## src/rtl/spectral_centroid_acc.sv

```systemverilog
// spectral_centroid_acc: builds the centroid numerator A = sum(k*|X_k|) and
// denominator B = sum(|X_k|) over one FFT frame. The pair is then presented
// to the downstream divider over a valid/ready handshake.
module spectral_centroid_acc #(
    parameter int W_MAG          = 24,
    parameter int N_BINS         = 1024,
    parameter int W_INTEGER_O    = 29,
    parameter int W_FRACTIONAL_O = 3
) (
    input  logic                          clk,
    input  logic                          rst_n,
    input  logic                          s_valid,
    output logic                          s_ready,
    input  logic [W_MAG-1:0]              s_mag,
    input  logic                          s_last,
    output logic                          m_valid,
    input  logic                          m_ready,
    output logic [W_INTEGER_O+W_FRACTIONAL_O-1:0] a,
    output logic [W_INTEGER_O+W_FRACTIONAL_O-1:0] b,
    output logic [$clog2(N_BINS):0]       m_len,
    output logic                          m_sat,
    output logic                          m_zero,
    output logic                          m_ovf
);

    localparam int KW = $clog2(N_BINS);
    localparam int PW = W_MAG + KW;
    localparam int AW = W_MAG + 2*KW;
    localparam int WO = W_INTEGER_O + W_FRACTIONAL_O;

    localparam logic [KW-1:0] K_LAST  = KW'(N_BINS - 1);
    localparam logic [KW-1:0] K_ONE   = KW'(1);
    localparam logic [KW:0]   LEN_ONE = (KW+1)'(1);
    localparam logic [WO-1:0] OUT_MAX = {1'b0, {(WO-1){1'b1}}};

    // LATCH is a single internal cycle in which the final sums are saturated
    // and captured into the output registers before OUT is entered.
    typedef enum logic [1:0] {ACCUM, FLUSH, LATCH, OUT} state_t;

    state_t          state, next_state;
    logic [KW-1:0]   k;
    logic [PW-1:0]   prod_q;
    logic [W_MAG-1:0] mag_q;
    logic            s1_full;
    logic [AW-1:0]   acc_a;
    logic [PW-1:0]   acc_b;
    logic [KW:0]     len_q;
    logic            ovf_q;

    logic            accept;
    logic            close;
    logic [63:0]     ext_a;
    logic [63:0]     ext_b;
    logic            sat_a;
    logic            sat_b;

    // Handshake decode and next-state logic; s_ready depends on state only.
    always_comb begin
        next_state = state;
        s_ready    = (state == ACCUM);
        m_valid    = (state == OUT);
        accept     = s_valid && (state == ACCUM);
        close      = accept && (s_last || (k == K_LAST));
        case (state)
            ACCUM:   if (close) next_state = FLUSH;
            FLUSH:   next_state = LATCH;
            LATCH:   next_state = OUT;
            OUT:     if (m_ready) next_state = ACCUM;
            default: next_state = ACCUM;
        endcase
    end

    // Saturation compare of both sums against the largest positive output.
    always_comb begin
        ext_a = 64'(acc_a);
        ext_b = 64'(acc_b);
        sat_a = (ext_a > 64'(OUT_MAX));
        sat_b = (ext_b > 64'(OUT_MAX));
    end

    // State register.
    always_ff @(posedge clk) begin
        if (!rst_n) state <= ACCUM;
        else        state <= next_state;
    end

    // Two-stage accumulate datapath: stage 1 holds k*mag and mag, and the
    // previous stage-1 contents fold into the accumulators on the next beat or in FLUSH.
    always_ff @(posedge clk) begin
        if (!rst_n) begin
            k       <= '0;
            prod_q  <= '0;
            mag_q   <= '0;
            s1_full <= 1'b0;
            acc_a   <= '0;
            acc_b   <= '0;
            len_q   <= '0;
            ovf_q   <= 1'b0;
            a       <= '0;
            b       <= '0;
            m_len   <= '0;
            m_sat   <= 1'b0;
            m_zero  <= 1'b0;
            m_ovf   <= 1'b0;
        end else begin
            case (state)
                ACCUM: begin
                    if (accept) begin
                        prod_q  <= PW'(k) * PW'(s_mag);
                        mag_q   <= s_mag;
                        s1_full <= 1'b1;
                        if (s1_full) begin
                            acc_a <= acc_a + AW'(prod_q);
                            acc_b <= acc_b + PW'(mag_q);
                        end
                        k <= k + K_ONE;
                        if (close) begin
                            len_q <= {1'b0, k} + LEN_ONE;
                            ovf_q <= !s_last;
                        end
                    end
                end
                FLUSH: begin
                    if (s1_full) begin
                        acc_a <= acc_a + AW'(prod_q);
                        acc_b <= acc_b + PW'(mag_q);
                    end
                    s1_full <= 1'b0;
                end
                LATCH: begin
                    a      <= sat_a ? OUT_MAX : ext_a[WO-1:0];
                    b      <= sat_b ? OUT_MAX : ext_b[WO-1:0];
                    m_sat  <= sat_a || sat_b;
                    m_zero <= (acc_b == '0);
                    m_len  <= len_q;
                    m_ovf  <= ovf_q;
                end
                OUT: begin
                    if (m_ready) begin
                        acc_a   <= '0;
                        acc_b   <= '0;
                        k       <= '0;
                        s1_full <= 1'b0;
                        ovf_q   <= 1'b0;
                    end
                end
                default: ;
            endcase
        end
    end

endmodule

```

## config.mk

```make
export PLATFORM = sky130hd
export DESIGN_NAME = spectral_centroid_acc
export DESIGN_NICKNAME = d
export VERILOG_FILES = /design/src/rtl/spectral_centroid_acc.sv
export SDC_FILE = /design/constraint.sdc
export NUM_CORES = 1
export LEC_CHECK = 0
export ABC_AREA = 1
export CAP_MARGIN = 20
export CELL_PAD_IN_SITES_DETAIL_PLACEMENT = 1
export CELL_PAD_IN_SITES_GLOBAL_PLACEMENT = 2
export CORE_MARGIN = 4
export CORE_UTILIZATION = 38
export CTS_CLUSTER_SIZE = 20
export DETAILED_ROUTE_END_ITERATION = 8
export PLACE_DENSITY = 0.92
export SLEW_MARGIN = 0
export SYNTH_ARGS = -nofsm -noshare
export SYNTH_HDL_FRONTEND = slang
export SYNTH_SLANG_ARGS = --single-unit
```

## constraint.sdc

```tcl
create_clock -name clk -period 10.7 [get_ports clk]
set_clock_uncertainty 0.15 [all_clocks]
set_input_delay 2.14 -clock clk [delete_from_list [all_inputs] [get_ports clk]]
set_output_delay 2.14 -clock clk [all_outputs]
set_load 0.01 [all_outputs]
```

---- After elaboration in Yosys (flattened, before gate mapping) ----
Cells that the tools add are included.
word-level totals
  input bits .............................. 29
  output and inout port bits .............. 80
  logic and storage cells ................. 66
  bits in registers ....................... 239
cells by class
  equal/unequal tests ..................... 7
  reduce and logical (&&, ||, !) cells .... 15
  muxes and demuxes ....................... 22
  add/sub/neg operators ................... 4
  magnitude comparators ................... 2
  multipliers ............................. 1
operator list
  cell                   number
  $mux 44                3
  $pmux 44 s3            1
  $mux 34                3
  $pmux 34 s3            1
  $mux 32                2
  $add 44x34->44         1
  $gt 44x31->1 const B   1
  $add 34x24->34         1
  $gt 34x31->1 const B   1
  $logic_not 34->1       1
  $mul 10x24->34         1
  $mux 10                2
  $pmux 10 s2            1
  $add 10x1->11 const B  1
  $add 10x1->10 const B  1
  $eq 10x10->1 const B   1
  $reduce_and 3->1       3
  $pmux 2 s4             1
  $ne 2x1->1 const B     3
  $eq 2x2->1 const B     2
  $mux 1                 4
  $mux 2                 2
  $reduce_and 2->1       2
  $reduce_and 4->1       1
  9 further kinds        11

---- Longest topological paths before layout ----
Gate-level depths: netlist of run 1.
  depth after elaboration ................. 6
  mapped depth ............................ 26
  gate-level depth less buffers ........... 24

---- Least setup slack after synthesis of run 1 ----
OpenSTA, ideal clock, no wires.
  path type ............................... input-to-reg
  start point ............................. input port s_mag[5]
  end point ............................... register prod_q[30]
  slack ................................... 4.008 ns
  stages on the path ...................... 22
  buffers on the path ..................... 1
  data required time ...................... 10.433 ns
  arrival time ............................ 6.425 ns
  setup time .............................. 0.117 ns
  cell sequence ........................... clkbuf_1 -> nand2_1 -> fa_1 -> inv_1 -> fa_1 -> inv_1 -> fa_1 -> inv_1 -> fa_1 -> inv_1 -> fa_1 -> inv_1 -> ha_1 -> nand2_1 -> o21ai_0 -> nand2_1 -> nand3_1 -> nand4_1 -> nand3_1 -> nand2_1 -> nor2_1 -> nor2_1
between the ends
  longest elaborated chain between the ends .. 1
RTL lines
  element                 line  source
  start: declaration      14    input logic [W_MAG-1:0] s_mag,
  $mul 10x24->34          109   prod_q <= PW'(k) * PW'(s_mag);
  end signal: assignment  109
  end: declaration        42    logic [PW-1:0] prod_q;
Every way passes these cells.
A chain may end at the register's enable or synchronous reset.

---- Worst setup path in the final report of run 1 ----
  start point ............................. input port s_mag[0]
  end point ............................... register prod_q[14]
The elaborated chain is that of the path after synthesis.

==> key figures, run 1 <==
Run status
  – Run status: finished clean

STA
  – Final setup viols: 0
  – Part of the cycle the worst path needs: 69.1%
  – Setup TNS: 0 ns
  – Relative max-transition margin: 32.4%
  – Maximum clock frequency: 135 MHz
  – Final Hold Vio Count: 0
  – Setup repair after global routing missed its margin: no
  – Slew at the pin closest to its max-slew limit: 1.01 ns
  – Final critical-path required period: 7.39 ns
  – Final max-slew violation count: 0

Clock tree
  – Number of buffers added by the clock tree synthesis step: 28
  – Number of buffers between clock root and the deepest sink: 3
  – H-Tree Level Count: 1
  – Number of buffers added for setup after CTS: 0
  – Cts-stage hold buffer count: 0
  – Post-cts sizing count: 0
  – Cell at the root of the clock tree: clkbuf_16
  – Register clock-pin slew on the reported worst setup and hold paths: 0.06 ns
  – Clock latency on the worst-skew pair: 0.58 ns
  – CTS tree: yes
  – Total number of clock tree sinks: 239

Setup path
  – WP data arrival: 7.71 ns
  – Ordered list of cells on the worst path: clkdlybuf4s50_1 > nand2_1 > fa_1 > fa_1 > inv_1 > fa_1 > fa_1 > inv_1 > fa_1 > inv_1 > ha_1 > a21oi_1 > o21ai_0 > nand2_1 > nand3_1 > xnor2_1 > nand2_1 > o211ai_1 > inv_1
  – Most common cell type on the critical path: fa_1
  – Sort of element at the end of the critical path: register
  – Worst path bufs/invs: 5
  – Worst r2r src: k[8]
  – Top delay family on crit path: adder cells
  – Startpoint type of the worst setup path: input pin
  – Worst setup path category: input pin to register
  – Data required time at the worst endpoint: 11.02 ns
  – Worst Reg2Reg Path Length in Cells: 20
  – Reg-to-reg setup timing slack: 5.07 ns
  – Critical register-to-register path endpoint: prod_q[21]
  – Crit-path max cell delay: 0.88 ns
  – Worst-path fanout max: 11
  – Critical-path top delay cell: clkdlybuf4s50_1

Die
  – Vertical extent of the die: 244 um
  – Number of standard-cell rows in the floorplan: 86
  – Area of the core: 55,100 um2
  – I/O pin total: 109
  – X dimension of the die: 244 um
  – Die footprint: 59,500 um2
  – Starting Density: 38.4%

Finish
  – Leading cell type in the layout, fill and taps excluded: nand2_1
  – Commonest cells after routing, fill and taps aside: nand2_1 (824), inv_1 (526), nor2_1 (325)
  – Number of standard cells in the layout, taps in and fillers out: 3,934
  – Area growth, synth to finish: 12.1%
  – Sequential standard cell area: 4780 um2
  – Fillers: 7,122
  – Net count of the finished layout: 3,503
  – Fraction of layout cells with a size suffix above 1: 3.39%
  – Antenna diode count: 0
  – Combined area of the multi-input logic cells: 13,800 um2

Power
  – Largest vdd supply drop: 0.000115 V
  – Relative contribution of combinational cells to total power: 41.9%
  – Leak: 12.4 nW
  – Net switching fraction of the power: 42.3%
  – Proportion of power drawn by the clock network: 24.8%
  – Total power per unit cell area: 163 nW/um2
  – Sequential group share of total power: 33.2%
  – Sw power: 1.64 mW
  – Internal power: 2.23 mW

Min path
  – Worst Hold Depth: 2
  – Class of the most critical hold timing path: register to register
  – Startpoint of the tightest hold check path: b[31]
  – Hold path endpoint: b[31]

Synth
  – Main combinational cell family by area after synthesis: simple AND/OR/NAND/NOR gates
  – Register bit count reported by yosys: 239
  – Synth Area per Inst: 6.76 um2
  – Proportion of synthesized flip-flops having asynchronous set or reset: 0%
  – Syn_nets: 3,469
  – Most area-consuming cells after synthesis: dfxtp_1 (23%), fa_1 (17%), nand2_1 (15%)
  – Synth Area in Simple Gates: 26.4%
  – Parity-gate share of the synthesized area counting xor and xnor cells: 0.911%
  – Count of warnings emitted by yosys: 0
  – Post-Syn Area: 21,200 um2
  – Top cell type's share of synthesized area: 22.6%
  – Adder and majority cell fraction of the synthesized area: 24.5%
  – Primary flip-flop cell chosen by synthesis mapping: dfxtp_1
  – Multiplexer fraction of the synthesized cell area: 0%
  – Distinct cell type count of the synthesized netlist: 41
  – Compound-gate portion of the synthesized area: 13.6%
  – Dominant cell type by area after synthesis: dfxtp_1
  – EDFF count, synth: 0
  – Part of the Yosys area used for sequential elements: 22.6%
  – Synthesized instance count: 3,132

Route
  – ANT nets after route: 0
  – First-iteration detailed-routing DRC count: 1,295
  – Overall routed net length: 76.3 mm
  – First-pass detailed-route iteration total: 5
  – Routed vias/inst: 5.25
  – Total number of vias: 20,643
  – Remaining routing DRC violations: 0
  – Wire length per cell after detailed routing: 19.4 um

GRT
  – Number of global-route vias before repair: 22,296
  – Pin count of the biggest net entering global routing: 83
  – Number of antenna violations at the first check in global routing: 0
  – Overall global routing resource usage: 25.6%
  – Residual overflow from global routing: 0
  – Global-route wire length before repair: 122 mm

Placement
  – Final RePlAce weighted congestion: 0.920
  – Half-perimeter wire length after detailed placement: 59.5 mm
  – Dpl cells: 3,884
  – Count of buffers inserted at the top-level ports: 108

Run
  – Number of max-cap violations: 0
==> power by group through the flow <==
stage	Clock (mW)	Sequential (mW)	Combinational (mW)
3_3_place_gp	0	1.30	1.58
4_1_cts	0.983	1.29	1.63
2_1_floorplan	0	1.26	1.00
5_1_grt	1.02	1.31	1.81
6_report	0.962	1.29	1.62
3_5_place_dp	0	1.30	1.62
==> Yosys cell counts (2+ instances only) <==
master	count
nor4_1	13
nor3_1	20
buf_2	16
xor2_1	17
dfxtp_1	239
nand2_2	2
o221ai_1	7
o21ai_1	28
a21oi_1	281
o21a_1	6
a21o_1	6
clkbuf_1	81
a31o_2	2
nand3b_1	13
buf_1	21
and2_1	3
o21ai_0	148
nand3_1	140
a211oi_1	3
xnor2_1	5
o21bai_1	10
nor2_1	325
fa_1	176
ha_1	132
inv_1	526
clkinv_1	4
nand2_1	824
o211ai_1	3
nand4_1	34
nor2_2	2
buf_6	5
or2_2	2
inv_2	6
o221a_2	25
==> how the worst max path moves through the flow <==
stage	to	start	cells after the start	slack, ns
floorplan	prod_q[30]	s_mag[5]	22	4.01
global placement	prod_q[14]	s_mag[0]	19	2.68
detailed placement	prod_q[14]	s_mag[0]	19	2.65
CTS	prod_q[14]	s_mag[0]	19	3.26
global route	prod_q[32]	s_mag[22]	21	2.99
finish	prod_q[14]	s_mag[0]	19	3.31
==> metal layers <==
metal / part of all wire [%] / global-route usage, % / wire (um) / up-vias
li1: - / - / - / 9922
met3: 4.9 / 3.72 / 3720 / 122
met2: 48 / 44.8 / 36500 / 429
met1: 45 / 33.3 / 34100 / 10170
met5: 0 / 0 / 0 / -
met4: 2.6 / 6.60 / 2010 / 0
==> stage by stage <==
step / utilization [%] / worst slack [ns] / area [um2] / hold WS (ns) / power [mW]
after CTS: 43.0 / 3.26 / 23700 / 0.295 / 3.90
after global placement: 41.4 / 2.68 / 22800 / 0.276 / 2.87
final: 43.0 / 3.31 / 23700 / 0.290 / 3.87
after global routing: 43.0 / 2.99 / 23700 / 0.308 / 4.14
after floorplan: - / 4.01 / 21200 / 0.274 / 2.26
after detailed placement: 41.4 / 2.65 / 22800 / 0.284 / 2.93
==> state kept, by name (all words and copies together) (netlist names) <==
| name | count |
|---|---|
| len_q | 11 |
| prod_q | 34 |
| m_zero | 1 |
| ovf_q | 1 |
| a | 32 |
| b | 32 |
| m_len | 11 |
| acc_b | 34 |
| k | 10 |
| acc_a | 44 |
| m_sat | 1 |
| m_ovf | 1 |
| s1_full | 1 |
| mag_q | 24 |
| state | 2 |
==> logic make-up after synthesis <==
logic type | after synthesis
simple gates | 1381
buf+inv | 659
compound gates | 523
fa+ha+maj | 308
flops | 239
xor+xnor | 22
==> area by class of cell <==
class / instances / share of cell area, %
flip-flops and latches: 239 / 20.2
multi-input cells: 2234 / 58.4
clock buffers: 43 / 3.62
well taps: 748 / 3.95
clock inverters: 7 / 0.216
inverters: 536 / 8.49
repair buffers: 127 / 5.15
==> worst reg2reg max path, stage by stage (launching register included) <==
cell and delay (ns):
dfxtp_1 0.33, buf_4 0.37, nand2_1 0.15, inv_1 0.12, fa_1 0.47, fa_1 0.56
fa_1 0.55, fa_1 0.55, inv_1 0.05, fa_1 0.53, inv_1 0.04, ha_1 0.38
nand2_1 0.14, o21ai_0 0.34, inv_1 0.07, nand2_1 0.16, nand2_1 0.10, nand3_1 0.09
nand3_1 0.19, nand2_1 0.13, inv_1 0.04
(Power assumes the default switching activity.)
==> run 2, diff against run 1 <==
--- a/config.mk
+++ b/config.mk
@@ -10,10 +10,10 @@
 export CELL_PAD_IN_SITES_DETAIL_PLACEMENT = 1
 export CELL_PAD_IN_SITES_GLOBAL_PLACEMENT = 2
 export CORE_MARGIN = 4
-export CORE_UTILIZATION = 38
+export CORE_UTILIZATION = 35
 export CTS_CLUSTER_SIZE = 20
 export DETAILED_ROUTE_END_ITERATION = 8
-export PLACE_DENSITY = 0.92
+export PLACE_DENSITY = 0.86
 export SLEW_MARGIN = 0
 export SYNTH_ARGS = -nofsm -noshare
 export SYNTH_HDL_FRONTEND = slang
==> constraint.sdc (replaced) <==
create_clock -name clk -period 7.5 [get_ports clk]
set_clock_uncertainty 0.15 [all_clocks]
set_input_delay 1.5 -clock clk [delete_from_list [all_inputs] [get_ports clk]]
set_output_delay 1.5 -clock clk [all_outputs]
set_load 0.01 [all_outputs]
==> run 2 against run 1 <==
Count of clock-buffer cells in the layout fell by 7; combinational power rose by 44%; utilization fell by 2.8 points; global-route usage fell by 1.4 points; die area rose by 8.3%; first-iteration DRC count fell by 14%; wire length rose by 1.6%; flip-flop and latch count did not move; critical path depth did not move; critical endpoint unchanged.
==> key figures, run 2 (synthesis gave the netlist of run 1 again) <==
Run status
  – Run status: finished clean

Finish
  – Fillers: 7,567 (+6.2%)
  – Combined area of the multi-input logic cells: 13,800 um2 (unchanged)
  – Leading cell type in the layout, fill and taps excluded: nand2_1
  – Flip-flop count of the largest register after layout: 44 (unchanged)
  – Area growth, synth to finish: 13.1%
  – Commonest cells after routing, fill and taps aside: nand2_1 (824), inv_1 (526), nor2_1 (325)
  – Register with the highest flop count: acc_a
  – Sequential standard cell area: 4780 um2 (unchanged)
  – Top Registers: acc_a (44), acc_b (34), prod_q (34)
  – Share of the core filled with cells in the final layout: 40.2% (-2.8 points)
  – Antenna diode count: 0 (unchanged)
  – Fraction of layout cells with a size suffix above 1: 3.97% (+0.58 points)
  – Net count of the finished layout: 3,520 (+0.49%)

Clock tree
  – Clock latency on the worst-skew pair: 0.56 ns (-0.02 ns)
  – Total number of clock tree sinks: 239 (unchanged)
  – Cts-stage hold buffer count: 0 (unchanged)
  – Cell at the root of the clock tree: clkbuf_16
  – Post-cts sizing count: 0 (unchanged)
  – Register clock-pin slew on the reported worst setup and hold paths: 0.07 ns (about the same)
  – Number of buffers added for setup after CTS: 0 (unchanged)
  – CTS tree: yes
  – H-Tree Level Count: 1 (unchanged)
  – Number of buffers added by the clock tree synthesis step: 28 (unchanged)
  – Number of buffers between clock root and the deepest sink: 3 (unchanged)

Route
  – ANT nets after route: 0 (unchanged)
  – Wire length per cell after detailed routing: 19.5 um (+0.54%)
  – Total number of vias: 20,809 (+0.80%)
  – Routed vias/inst: 5.23 (-0.26%)
  – First-pass detailed-route iteration total: 5 (unchanged)
  – Remaining routing DRC violations: 0 (unchanged)
  – First-iteration detailed-routing DRC count: 1,115 (-14%)
  – Overall routed net length: 77.6 mm (+1.6%)

Die
  – Starting Density: 35.6% (-2.8 points)
  – X dimension of the die: 254 um (+4.1%)
  – Vertical extent of the die: 254 um (+4.1%)
  – Area of the core: 59,500 um2 (+7.9%)
  – Number of standard-cell rows in the floorplan: 89 (+3.5%)
  – Die footprint: 64,500 um2 (+8.3%)
  – I/O pin total: 109 (unchanged)

STA
  – Final max-slew violation count: 0 (unchanged)
  – Final Hold Vio Count: 0 (unchanged)
  – Maximum clock frequency: 142 MHz
  – Part of the cycle the worst path needs: 93.7%
  – Final hold slack: 0.290 ns (-0.000243 ns)
  – Final critical-path required period: 7.03 ns
  – Slew at the pin closest to its max-slew limit: 1.01 ns (+0.00113 ns)
  – Relative max-transition margin: 32.4% (-0.075 points)
  – Setup repair after global routing missed its margin: no
  – Final setup viols: 0 (unchanged)

GRT
  – Residual overflow from global routing: 0 (unchanged)
  – Number of antenna violations at the first check in global routing: 2 (+2)
  – Overall global routing resource usage: 24.1% (-1.4 points)
  – Global-route wire length before repair: 124 mm (+1.4%)
  – Number of global-route vias before repair: 22,113 (-0.82%)
  – Pin count of the biggest net entering global routing: 87 (+4.8%)

Placement
  – Half-perimeter wire length after detailed placement: 61.6 mm (+3.4%)
  – Count of buffers inserted at the top-level ports: 108 (unchanged)
  – Final RePlAce weighted congestion: 0.942 (+2.4%)

Setup path
  – Sort of element at the end of the critical path: register
  – Data required time at the worst endpoint: 7.80 ns (-3.22 ns)
  – WP data arrival: 7.33 ns (-0.38 ns)
  – Worst-path fanout max: 11 (unchanged)
  – Worst setup path category: input pin to register
  – Startpoint type of the worst setup path: input pin

Power
  – Largest vdd supply drop: 0.000134 V (+17%)
  – Leak: 12.5 nW (+0.79%)
  – Total power per unit cell area: 234 nW/um2 (+43%)
  – Overall power: 5.60 mW (+45%)

Min path
  – Class of the most critical hold timing path: register to register

Run
  – Number of max-cap violations: 0 (unchanged)
==> run 2: changes by cell type in the layout (fill, tap and decap cells not counted) <==
cell,delta
clkinv_4,+4
inv_6,-2
clkinvlp_4,+2
clkbuf_1,-2
bufinv_16,+3
buf_4,+16
inv_8,-1
buf_16,+1
clkinv_2,+1
clkbuf_8,-5
==> run 2: area by class of cell <==
type,count,share of cell area [%]
multi-input cells,2234,57.9
well taps,773,4.04
flip-flops and latches,239,20.0
repair buffers,144,5.72
clock inverters,14,0.701
inverters,536,8.41
clock buffers,36,3.27
==> run 2: critical path: stages <==
cell             delay, ns
clkdlybuf4s50_1       0.84
nand2_1               0.16
fa_1                  0.52
fa_1                  0.56
inv_1                 0.07
fa_1                  0.52
fa_1                  0.56
inv_1                 0.08
fa_1                  0.55
inv_1                 0.05
ha_1                  0.36
a21oi_1               0.28
o21ai_0               0.18
nand2_1               0.11
nand3_1               0.21
xnor2_1               0.45
nand2_1               0.12
o211ai_1              0.12
inv_1                 0.05
==> run 2: per-stage QoR <==
step	TNS, ns	area, um2	cells	setup WS [ns]
6_report	0	23900	3976	0.471
2_1_floorplan	0	21200	3132	1.45
3_5_place_dp	-0.0917	23000	3925	-0.0917
5_1_grt	0	23900	3976	0.188
3_3_place_gp	0	23000	3925	0.00820
4_1_cts	0	23900	3975	0.506
==> run 2: where the power goes <==
group	internal [mW]	switching, mW
clock network	0.840	0.582
logic	0.842	1.49
registers	1.57	0.286
total	3.25	2.35
==> run 2: final timing paths <==
path,start,end,slack [ns],depth (start not counted)
setup reg to reg,k[3],prod_q[14],1.30,18
setup / recovery,s_mag[1],prod_q[14],0.47,19
hold reg to reg,b[31],b[31],0.29,2
hold / removal,b[31],b[31],0.29,2
==> run 2: per-layer routing <==
metal	track usage, %	wire, um	vias to the layer above
li1	-	-	9950
met1	32.7	36100	10413
met2	42.2	37100	344
met3	1.86	2490	102
met4	5.56	1820	0
met5	0	0	-
